### config.mk
export PLATFORM = sky130hd
export DESIGN_NAME = rr_port_arbiter
export DESIGN_NICKNAME = d
export VERILOG_FILES = /design/src/rtl/rr_port_arbiter.sv
export SDC_FILE = /design/constraint.sdc
export NUM_CORES = 1
export LEC_CHECK = 0
export ABC_AREA = 1
export ABC_CLOCK_PERIOD_IN_PS = 3900
export CAP_MARGIN = 20
export CORE_ASPECT_RATIO = 0.7
export CORE_MARGIN = 2
export CORE_UTILIZATION = 50
export CTS_CLUSTER_DIAMETER = 80
export CTS_CLUSTER_SIZE = 30
export DETAILED_ROUTE_END_ITERATION = 10
export HOLD_SLACK_MARGIN = 0.08
export PLACE_DENSITY = 0.76
export SLEW_MARGIN = 5
export SYNTH_ARGS = -nofsm -noshare
export SYNTH_HDL_FRONTEND = slang
export SYNTH_SLANG_ARGS = --single-unit
export TNS_END_PERCENT = 30
### constraint.sdc
create_clock -name clk -period 3.9 [get_ports clk]
set_input_delay 0.78 -clock clk [delete_from_list [all_inputs] [get_ports clk]]
set_output_delay 0.78 -clock clk [all_outputs]
set_load 0.005 [all_outputs]
### src/rtl/rr_port_arbiter.sv
// Five-port round-robin output arbiter with packet locking and downstream credit tracking.
// A port holds the output from grant until its tail flit is forwarded.
module rr_port_arbiter #(
  parameter int unsigned DEPTH = 4
) (
  input  logic       clk,
  input  logic       rst,
  input  logic [4:0] req,
  input  logic [4:0] tail,
  input  logic       credit_in,
  output logic [4:0] gnt,
  output logic       fwd,
  output logic [2:0] credits,
  output logic       busy
);

  localparam logic [2:0] DEPTH_C = 3'(DEPTH);

  typedef enum logic {
    IDLE,
    LOCK
  } state_t;

  state_t      state, state_nxt;
  logic [2:0]  ptr, ptr_nxt;
  logic [2:0]  owner, owner_nxt;
  logic [4:0]  gnt_nxt;
  logic [2:0]  credits_nxt;
  logic [2:0]  win;
  logic        win_vld;
  int unsigned idx;

  // First requester found scanning ptr, ptr+1, ... modulo 5.
  always_comb begin
    win     = '0;
    win_vld = 1'b0;
    idx     = 0;
    for (int unsigned k = 0; k < 5; k++) begin
      idx = (32'(ptr) + k) % 5;
      if (!win_vld && req[idx]) begin
        win_vld = 1'b1;
        win     = idx[2:0];
      end
    end
  end

  assign fwd  = (state == LOCK) && req[owner] && (credits != '0);
  assign busy = (state == LOCK);

  always_comb begin
    state_nxt = state;
    owner_nxt = owner;
    ptr_nxt   = ptr;
    gnt_nxt   = gnt;
    case (state)
      IDLE: begin
        gnt_nxt = '0;
        if (win_vld) begin
          state_nxt = LOCK;
          owner_nxt = win;
          gnt_nxt   = 5'b00001 << win;
        end
      end
      LOCK: begin
        if (fwd && tail[owner]) begin
          state_nxt = IDLE;
          gnt_nxt   = '0;
          ptr_nxt   = (owner == 3'd4) ? 3'd0 : owner + 3'd1;
        end
      end
      default: begin
        state_nxt = IDLE;
        gnt_nxt   = '0;
      end
    endcase
  end

  // Simultaneous forward and returned credit cancel out; returns beyond DEPTH are dropped.
  always_comb begin
    credits_nxt = credits;
    if (fwd && !credit_in)
      credits_nxt = credits - 3'd1;
    else if (!fwd && credit_in && (credits != DEPTH_C))
      credits_nxt = credits + 3'd1;
  end

  always_ff @(posedge clk) begin
    if (rst) begin
      state   <= IDLE;
      gnt     <= '0;
      ptr     <= '0;
      owner   <= '0;
      credits <= DEPTH_C;
    end else begin
      state   <= state_nxt;
      gnt     <= gnt_nxt;
      ptr     <= ptr_nxt;
      owner   <= owner_nxt;
      credits <= credits_nxt;
    end
  end

endmodule

# Word level (Yosys, flattened, before mapping)
# Cells that the tools add are included.
# totals
out_inout_bits,10
word_cells,81
regBits,15
inputBits,13
# classes
mux,33
add_sub_neg,7
n_reduce_logical,20
n_div,5
shifts,1
eq_ne,3
n_bitwise,1
n_lt_le_gt_ge,6
# ops
operator,count
< comparator 32 x 4 -> 1 bit (second input constant),5
remainder unit 32 x 3 -> 32 bit (second input constant),4
remainder unit 3 x 3 -> 32 bit (second input constant),1
2-to-1 mux 3 bit,8
binary-select mux 1 bit (select 3 bit),7
2-to-1 mux 1 bit,14
logical AND 1 bit,10
2-to-1 mux 5 bit,2
case mux 5 bit (2 select lines),1
adder 3 x 2 -> 4 bit (second input constant),2
adder 3 x 1 -> 3 bit (second input constant),2
zero test 1 bit,6
left shift 1 x 3 -> 5 bit (first input constant),1
adder 3 x 1 -> 4 bit (second input constant),1
adder 3 x 3 -> 4 bit (second input constant),1
< comparator 3 x 4 -> 1 bit (second input constant),1
AND reduction 2 bit,2
== test 3 bit (second input constant),1
inequality test 3 bit (second input constant),1
nonzero test 3 bit,1
subtractor 3 x 1 -> 3 bit (second input constant),1
inequality test 2 x 1 -> 1 bit (second input constant),1
case mux 1 bit (2 select lines),1
nonzero test 2 bit,1
inverter 1 bit,1

# Depth between registers and ports, before layout
# Gate-level depths: netlist (run 1).
# logic_depth
ltp_word,19
mapped_depth,27
depth_no_buf,27

# Least setup slack after synthesis (run 1)
# Ideal clock, no wire load.
# synth_timing
path_type,flip-flop to flip-flop
startpoint,register ptr[0]
endpoint,register owner[1]
path_buffers,0
required_time_ps,3787
synth_period_minus_slack_ps,3578
arrival_ps,3465
path_slack_ps,322
setup_ps,113
stages_incl_launch_ff,27
cell_sequence,dfxtp_1 inv_1 ha_1 inv_1 ha_1 inv_2 ha_1 inv_1 nand3_1 nand2_1 xor2_1 ha_1 inv_1 or2_2 nand2_2 nand3_1 nand2_1 inv_2 nand3_1 nand2_1 a21boi_4 nand3b_1 nand2_1 nor2_2 inv_2 o21ai_1 inv_1
# synth_between
elab_chain_cells,17
elab_cells_between_ends,38
cone_classes,add/sub: 4; div: 5; mux: 20; reduce/logical: 9
# synth_rtl
item,line_no,text
from (decl),25,"logic [2:0] ptr, ptr_nxt;"
from (signal assigned),97,ptr <= ptr_nxt;
branches (longest 17 deep; another with remainder unit 32 x 3 -> 32 bit),n/a,
to (signal assigned),98,owner <= owner_nxt;
to (decl),26,"logic [2:0] owner, owner_nxt;"
# Several ways; the timed one is not identified. The select of a mux whose other input is x is not followed.
# A chain may end at the register's enable or synchronous reset.

# Worst setup path in the final report (run 1)
# Same ends and word-level chain as after synthesis.

==> impl_metrics.prom, run 1 <==
# TYPE chip_impl_metric gauge
chip_impl_metric{name="groute.usage.overall",unit=""} 0.231
chip_impl_metric{name="grt_antenna_before_repair",unit=""} 0
chip_impl_info{name="clk_root_buf",value="sky130_fd_sc_hd__clkbuf_8"} 1
chip_impl_metric{name="dpl-instance-area",unit="mm2"} 0.00249
chip_impl_metric{name="grt_pass1_vias",unit=""} 2020
chip_impl_info{name="top_usage_layer",value="met1"} 1
chip_impl_info{name="hold_path_class",value="reg2reg"} 1
chip_impl_metric{name="postLayoutCellArea",unit="mm2"} 0.00255
chip_impl_metric{name="area_growth",unit="%"} 17.0
chip_impl_metric{name="mappedNetlistArea",unit="mm2"} 0.00218
chip_impl_metric{name="placement_rows",unit=""} 20
chip_impl_metric{name="timing.fmax",unit="MHz"} 274
chip_impl_info{name="critPathLaunchType",value="register"} 1
chip_impl_metric{name="leak_pwr",unit="nW"} 1.28
chip_impl_metric{name="grt_use_met2",unit=""} 0.343
chip_impl_metric{name="htreeDepth",unit=""} 1
chip_impl_metric{name="vdd_drop_max",unit="uV"} 438
chip_impl_metric{name="initial_core_util",unit=""} 0.510
chip_impl_info{name="netlist_top_cells_area",value="sky130_fd_sc_hd__nand2_1 15%, sky130_fd_sc_hd__dfxtp_1 14%, sky130_fd_sc_hd__ha_1 11%"} 1
chip_impl_metric{name="clock_insertion_delay_worst_skew",unit="ns"} 0.26
chip_impl_metric{name="final-hold-violation-count",unit=""} 0
chip_impl_info{name="worstSetupPathType",value="reg2reg"} 1
chip_impl_metric{name="max_cap_violations",unit=""} 0
chip_impl_metric{name="syn_area_per_cell",unit="um2"} 6.13
chip_impl_metric{name="grt_start_max_net_pins",unit=""} 17
chip_impl_metric{name="syn-num-nets",unit=""} 390
chip_impl_metric{name="final_antenna_net_count",unit=""} 0
chip_impl_metric{name="dp.final_hpwl",unit="um"} 4450
chip_impl_metric{name="pwr_density_cell",unit="mW/mm2"} 879
chip_impl_metric{name="timing.critical_path.arrival",unit="ns"} 3.81
chip_impl_metric{name="global_route.overflow_total",unit=""} 0
chip_impl_metric{name="design.core.area",unit="mm2"} 0.00428
chip_impl_metric{name="grt_pass1_wl",unit="um"} 9260
chip_impl_metric{name="cts.repair_timing.setup_buffer_count",unit=""} 0
chip_impl_metric{name="gr-usage-met3",unit=""} 0.0501
chip_impl_metric{name="postSynth.asyncResetShare",unit=""} 0
chip_impl_metric{name="route.detailed.vias_per_inst",unit=""} 5.35
chip_impl_metric{name="dpl.cell_count",unit=""} 435
chip_impl_metric{name="clkTransAtPathRegs",unit="ns"} 0.07
chip_impl_metric{name="overall_die_area",unit="mm2"} 0.00492
chip_impl_metric{name="finalCoreUtilization",unit=""} 0.597
chip_impl_info{name="ys.flop_type",value="sky130_fd_sc_hd__dfxtp_1"} 1
chip_impl_metric{name="cts_inserted_buffers",unit=""} 3
chip_impl_metric{name="setup_violations",unit=""} 0
chip_impl_metric{name="drt-pass1-iter-count",unit=""} 5
chip_impl_metric{name="worst_slack",unit="ns"} 0.251
chip_impl_metric{name="fin_nets",unit=""} 419
chip_impl_metric{name="drt_first_iter_violations",unit=""} 166
chip_impl_metric{name="synthesis.yosys.warnings",unit=""} 0
chip_impl_metric{name="period_needed",unit="ns"} 3.65
chip_impl_metric{name="worst_ep_required_time",unit="ns"} 4.06
chip_impl_metric{name="count_of_pins_over_their_slew_limit",unit=""} 0
chip_impl_metric{name="gpl.final_weighted_congestion",unit=""} 0.897
chip_impl_info{name="synth.most_common_cell",value="sky130_fd_sc_hd__nand2_1"} 1
chip_impl_metric{name="tightest_slew",unit="ns"} 0.633
chip_impl_info{name="cts_tree",value="yes"} 1
chip_impl_metric{name="fin_tns_setup",unit="ns"} 0
chip_impl_metric{name="boundaryPins",unit=""} 23
chip_impl_metric{name="antennaDiodeCount",unit=""} 0
chip_impl_metric{name="min_period_over_period",unit=""} 0.936
chip_impl_metric{name="critical_path_peak_fanout",unit=""} 6
chip_impl_metric{name="placement.io_buffers",unit=""} 22
chip_impl_metric{name="wl_per_cell",unit="um"} 12.7
chip_impl_metric{name="detail_route.drc_violations",unit=""} 0
chip_impl_metric{name="synth_edf_count",unit=""} 0
chip_impl_metric{name="yosysSeqAreaShare",unit=""} 0.138
chip_impl_metric{name="number_of_flip_flops_and_latches_in_the_synthesized_netlist",unit=""} 15
chip_impl_metric{name="maxSlewHeadroom",unit=""} 0.578
chip_impl_info{name="result_of_the_run",value="finished clean"} 1
chip_impl_metric{name="floorplan.die.height",unit="um"} 59.3
chip_impl_metric{name="grt_util_met1",unit=""} 0.348
chip_impl_metric{name="synth_cell_types",unit=""} 39
chip_impl_metric{name="synth_top_area_share",unit=""} 0.150
chip_impl_metric{name="stdcell_count",unit=""} 439
chip_impl_metric{name="clock_path_buffers",unit=""} 2
chip_impl_metric{name="vias",unit=""} 2350
chip_impl_metric{name="route.final.wire_length",unit="um"} 5570
chip_impl_metric{name="fin_worst_skew",unit="ns"} 0.00607
chip_impl_metric{name="dp_slack",unit="ns"} 0.301
chip_impl_metric{name="tritoncts_num_sinks",unit=""} 15
chip_impl_info{name="yosys-top-cells-count",value="87 x sky130_fd_sc_hd__nand2_1, 48 x sky130_fd_sc_hd__inv_1, 38 x sky130_fd_sc_hd__nand3_1"} 1
chip_impl_info{name="netlist.top_cell.by_area",value="sky130_fd_sc_hd__nand2_1"} 1
chip_impl_info{name="crit_path_capture_type",value="register"} 1
chip_impl_metric{name="fp.dieW",unit="um"} 83.0
chip_impl_metric{name="syn_inst",unit=""} 356
chip_impl_metric{name="post_route_cells_drive_above_1_share",unit=""} 0.182
-- worst max-delay path, cell delays in order (launching register included) --
cell and delay [ns]:
sky130_fd_sc_hd__dfxtp_1 0.32, sky130_fd_sc_hd__inv_1 0.07, sky130_fd_sc_hd__ha_1 0.17, sky130_fd_sc_hd__inv_1 0.08, sky130_fd_sc_hd__ha_1 0.29, sky130_fd_sc_hd__inv_2 0.07, sky130_fd_sc_hd__ha_1 0.18, sky130_fd_sc_hd__inv_1 0.07
sky130_fd_sc_hd__nand3_1 0.13, sky130_fd_sc_hd__nand2_2 0.10, sky130_fd_sc_hd__xor2_2 0.20, sky130_fd_sc_hd__ha_1 0.20, sky130_fd_sc_hd__inv_1 0.06, sky130_fd_sc_hd__or2_2 0.29, sky130_fd_sc_hd__nand2_2 0.11, sky130_fd_sc_hd__nand2_2 0.08
sky130_fd_sc_hd__nand2_1 0.10, sky130_fd_sc_hd__nand3_1 0.08, sky130_fd_sc_hd__nand3_1 0.09, sky130_fd_sc_hd__nand2_1 0.09, sky130_fd_sc_hd__a21boi_4 0.22, sky130_fd_sc_hd__nand3b_1 0.14, sky130_fd_sc_hd__nand2_1 0.09, sky130_fd_sc_hd__nor2_4 0.11
sky130_fd_sc_hd__inv_2 0.06, sky130_fd_sc_hd__o21ai_1 0.13, sky130_fd_sc_hd__inv_1 0.05
-- per-layer routing --
layer	share of wire	routed length [um]	vias to the layer above
met5	0	0	-
met1	0.50	2810	1050
met2	0.42	2320	80
li1	-	-	1218
met4	0.0022	12	0
met3	0.077	429	2
-- worst paths after layout --
kind                            depth (start not counted)  slack [ns]  startpoint       end
worst max-delay path                                   26        0.25      ptr[0]  owner[1]
worst min-delay path                                    2        0.47      gnt[2]    gnt[2]
worst max register to register                         26        0.25      ptr[0]  owner[1]
worst min register to register                          2        0.47      gnt[2]    gnt[2]
-- registers in the layout, summed over array words and instances (netlist names) --
register,count
credits,3
busy,1
ptr,3
owner,3
gnt,5
-- layout by cell type, fill, tap and decap left out, types with 3 or more instances in the layout --
master	netlist	routed
sky130_fd_sc_hd__nand2_1	87	85
sky130_fd_sc_hd__inv_1	48	48
sky130_fd_sc_hd__nand3_1	38	38
sky130_fd_sc_hd__clkdlybuf4s50_1	0	22
sky130_fd_sc_hd__ha_1	20	20
sky130_fd_sc_hd__o21ai_0	18	18
sky130_fd_sc_hd__a21oi_1	18	18
sky130_fd_sc_hd__nor2_1	17	17
sky130_fd_sc_hd__nand2_2	13	15
sky130_fd_sc_hd__dfxtp_1	15	15
sky130_fd_sc_hd__inv_2	12	12
sky130_fd_sc_hd__nand4_1	9	9
sky130_fd_sc_hd__nand3_2	8	8
sky130_fd_sc_hd__o21ai_1	6	6
sky130_fd_sc_hd__o21ai_2	6	6
sky130_fd_sc_hd__buf_4	0	6
sky130_fd_sc_hd__a31oi_1	4	4
sky130_fd_sc_hd__nor3_1	3	3
sky130_fd_sc_hd__nor2_2	4	3
sky130_fd_sc_hd__a21oi_2	3	3
sky130_fd_sc_hd__nor2_4	2	3
sky130_fd_sc_hd__clkbuf_8	0	3
-- power by group --
part / internal [mW] / switching, mW / total [mW]
Clock: 0.0710 / 0.0646 / 0.136
Combinational: 0.657 / 1.21 / 1.86
Sequential: 0.203 / 0.0448 / 0.248
-- cells by family after synthesis --
kind of cell | share of synthesized area
flip-flops | 0.138
AO/OA/AOI/OAI | 0.184
buffers and inverters | 0.120
adder cells (fa/ha/maj) | 0.124
AND/OR/NAND/NOR | 0.423
XOR/XNOR | 0.0120
-- layout make-up --
type,count,area [um2]
tap,55,68.8
inverter,62,235
multi-input combinational,275,1640
sequential,15,300
timing repair buffer,28,265
fill,428,1720
clock inverter,1,5.00
clock buffer,3,41.3
-- metrics by stage --
step / hold WS, ns / power (mW)
floorplan: 0.462 / 1.66
global placement: 0.454 / 1.99
detailed placement: 0.461 / 2.04
CTS: 0.475 / 2.19
global route: 0.488 / 2.49
finish: 0.471 / 2.25
-- what timing repair did --
action                     CTS  global route
resized for setup            0             4
setup endpoints to repair    0             6
hold buffers                 0             0
(Power assumes the default switching activity.)
==> run 2, diff against run 1 <==
REMOVE_ABC_BUFFERS = 1   (was not set)
==> impl_metrics.prom, run 2 (same netlist as run 1, synthesis figures left out) <==
# TYPE chip_impl_metric gauge
chip_impl_info{name="result_of_the_run",value="finished clean"} 1
chip_impl_metric{name="clkTransAtPathRegs",unit="ns"} 0.07
chip_impl_info{name="crit_path_capture_type",value="register"} 1
chip_impl_info{name="cts_tree",value="yes"} 1
chip_impl_metric{name="tightest_slew",unit="ns"} 0.527
chip_impl_metric{name="route.final.wire_length",unit="um"} 5950
chip_impl_metric{name="area_growth",unit="%"} 18.8
chip_impl_metric{name="cts_inserted_buffers",unit=""} 3
chip_impl_metric{name="leak_pwr",unit="nW"} 1.29
chip_impl_info{name="top_register",value="gnt"} 1
chip_impl_info{name="hold_path_class",value="reg2reg"} 1
chip_impl_info{name="critPathLaunchType",value="register"} 1
chip_impl_metric{name="timing.critical_path.arrival",unit="ns"} 3.86
chip_impl_info{name="terminating_pin_of_the_worst_hold_path",value="gnt[2]"} 1
chip_impl_metric{name="drt-pass1-iter-count",unit=""} 6
chip_impl_metric{name="largest_register_ffs",unit=""} 5
chip_impl_metric{name="r2r.worst_path.cells",unit=""} 24
chip_impl_metric{name="placement.io_buffers",unit=""} 22
chip_impl_metric{name="seq_area",unit="um2"} 300
chip_impl_metric{name="wl_per_cell",unit="um"} 13.4
chip_impl_metric{name="detail_route.drc_violations",unit=""} 0
chip_impl_metric{name="grt_start_max_net_pins",unit=""} 17
chip_impl_info{name="layout.cells.most_common",value="sky130_fd_sc_hd__nand2_1"} 1
chip_impl_metric{name="vdd_drop_max",unit="uV"} 341
chip_impl_metric{name="overall_die_area",unit="mm2"} 0.00492
chip_impl_metric{name="clock_path_buffers",unit=""} 2
chip_impl_metric{name="fin_worst_skew",unit="ns"} 0.00840
chip_impl_metric{name="tritoncts_num_sinks",unit=""} 15
chip_impl_metric{name="clock_insertion_delay_worst_skew",unit="ns"} 0.26
chip_impl_metric{name="fp.dieW",unit="um"} 83.0
chip_impl_metric{name="final_antenna_net_count",unit=""} 0
chip_impl_metric{name="placement_rows",unit=""} 20
chip_impl_info{name="worstSetupPathType",value="reg2reg"} 1
chip_impl_metric{name="dp.final_hpwl",unit="um"} 4730
chip_impl_metric{name="drt_first_iter_violations",unit=""} 283
chip_impl_metric{name="timing.fmax",unit="MHz"} 269
chip_impl_info{name="clk_root_buf",value="sky130_fd_sc_hd__clkbuf_8"} 1
chip_impl_metric{name="fin_nets",unit=""} 423
chip_impl_metric{name="dp_slack",unit="ns"} 0.295
chip_impl_info{name="rr_startpoint",value="ptr[1]"} 1
chip_impl_metric{name="final-hold-violation-count",unit=""} 0
chip_impl_metric{name="floorplan.die.height",unit="um"} 59.3
chip_impl_metric{name="boundaryPins",unit=""} 23
chip_impl_metric{name="post_route_cells_drive_above_1_share",unit=""} 0.198
chip_impl_metric{name="antennaDiodeCount",unit=""} 0
chip_impl_info{name="commonest_non_fill_non_tap_cells_in_the_layout",value="84 x sky130_fd_sc_hd__nand2_1, 48 x sky130_fd_sc_hd__inv_1, 38 x sky130_fd_sc_hd__nand3_1, 22 x sky130_fd_sc_hd__clkdlybuf4s50_1, 19 x sky130_fd_sc_hd__ha_1"} 1
chip_impl_metric{name="setup_violations",unit=""} 0
chip_impl_metric{name="grt_pass1_wl",unit="um"} 9460
chip_impl_metric{name="groute.usage.overall",unit=""} 0.239
chip_impl_metric{name="fillerInstances",unit=""} 428
chip_impl_metric{name="finalCoreUtilization",unit=""} 0.606
chip_impl_metric{name="global_route.overflow_total",unit=""} 0
chip_impl_metric{name="count_of_pins_over_their_slew_limit",unit=""} 0
chip_impl_metric{name="htreeDepth",unit=""} 1
chip_impl_info{name="rr_endpoint",value="owner[0]"} 1
chip_impl_metric{name="critical_path_peak_fanout",unit=""} 6
chip_impl_metric{name="design.core.area",unit="mm2"} 0.00428
chip_impl_metric{name="grt_pass1_vias",unit=""} 2088
chip_impl_metric{name="min_period_over_period",unit=""} 0.953
chip_impl_metric{name="total_area_of_multi_input_combinational_cells",unit="mm2"} 0.00165
chip_impl_metric{name="fin_tns_setup",unit="ns"} 0
chip_impl_metric{name="pwr_density_cell",unit="mW/mm2"} 903
chip_impl_metric{name="vias",unit=""} 2416
chip_impl_metric{name="maxSlewHeadroom",unit=""} 0.649
chip_impl_metric{name="initial_core_util",unit=""} 0.510
chip_impl_metric{name="worst_hold_slack",unit="ns"} 0.474
chip_impl_metric{name="worst_ep_required_time",unit="ns"} 4.05
chip_impl_metric{name="worst_slack",unit="ns"} 0.185
chip_impl_metric{name="route.detailed.vias_per_inst",unit=""} 5.45
chip_impl_metric{name="grt_antenna_before_repair",unit=""} 0
chip_impl_metric{name="max_cap_violations",unit=""} 0
chip_impl_metric{name="period_needed",unit="ns"} 3.72
chip_impl_metric{name="r2r_slack",unit="ns"} 0.18
chip_impl_metric{name="hold_depth",unit=""} 2
chip_impl_metric{name="gpl.final_weighted_congestion",unit=""} 0.911
chip_impl_info{name="hold_start",value="gnt[2]"} 1
run 2: worst max path at each step:
stage	startpoint	slack (ns)	endpoint
after floorplan	ptr[0]	0.08	owner[1]
after global placement	ptr[1]	0.40	owner[1]
after detailed placement	ptr[1]	0.29	owner[1]
after CTS	ptr[1]	0.28	owner[1]
after global routing	ptr[0]	-0.04	gnt[0]
final	ptr[1]	0.18	owner[0]
run 2: where the power goes:
| group | leakage (nW) | switching (mW) | internal, mW |
|---|---|---|---|
| clock network | 0.0255 | 0.0654 | 0.0711 |
| logic | 1.15 | 1.26 | 0.702 |
| registers | 0.123 | 0.0441 | 0.203 |
| total | 1.29 | 1.37 | 0.977 |
run 2: repair_timing:
| item | in CTS | in global routing |
|---|---|---|
| buffers inserted | 0 | 3 |
| hold buffers | 0 | 0 |
| gates resized for setup | 0 | 7 |
| setup endpoints to repair | 0 | 6 |
run 2: final cells by class:
class	count	area share
Multi-Input combinational cell	275	0.635
Clock buffer	3	0.0159
Tap cell	55	0.0265
Inverter	62	0.0907
Clock inverter	1	0.00193
Sequential cell	15	0.116
Timing Repair Buffer	32	0.114
run 2: worst max-delay path, cell delays in order, from the launching register on:
cell and delay, ns:
sky130_fd_sc_hd__dfxtp_1 0.34, sky130_fd_sc_hd__inv_2 0.06, sky130_fd_sc_hd__ha_1 0.38, sky130_fd_sc_hd__inv_1 0.15, sky130_fd_sc_hd__ha_1 0.23, sky130_fd_sc_hd__inv_1 0.07
sky130_fd_sc_hd__nand3_1 0.11, sky130_fd_sc_hd__nand2_2 0.10, sky130_fd_sc_hd__xor2_2 0.20, sky130_fd_sc_hd__ha_2 0.22, sky130_fd_sc_hd__inv_1 0.05, sky130_fd_sc_hd__or2_2 0.28
sky130_fd_sc_hd__nand2_2 0.12, sky130_fd_sc_hd__nand2_2 0.09, sky130_fd_sc_hd__nand2_1 0.09, sky130_fd_sc_hd__nand3_1 0.08, sky130_fd_sc_hd__nand3_1 0.09, sky130_fd_sc_hd__nand2_1 0.10
sky130_fd_sc_hd__a21boi_4 0.22, sky130_fd_sc_hd__buf_4 0.14, sky130_fd_sc_hd__nand4_2 0.10, sky130_fd_sc_hd__nand2_4 0.13, sky130_fd_sc_hd__nor2_4 0.06, sky130_fd_sc_hd__o21ai_1 0.12
sky130_fd_sc_hd__inv_1 0.06
run 2: per-stage QoR:
stage	cells	area, um2	total power [mW]
3_5_place_dp	436	2500	2.06
3_3_place_gp	436	2500	2.00
4_1_cts	440	2540	2.20
2_1_floorplan	352	2160	1.64
6_report	443	2590	2.34
5_1_grt	443	2590	2.57
run 2: routing by layer:
metal	routed length [um]	GRT usage
met2	2470	0.381
met4	63	0.0422
met1	2880	0.337
met5	0	0
met3	534	0.0571
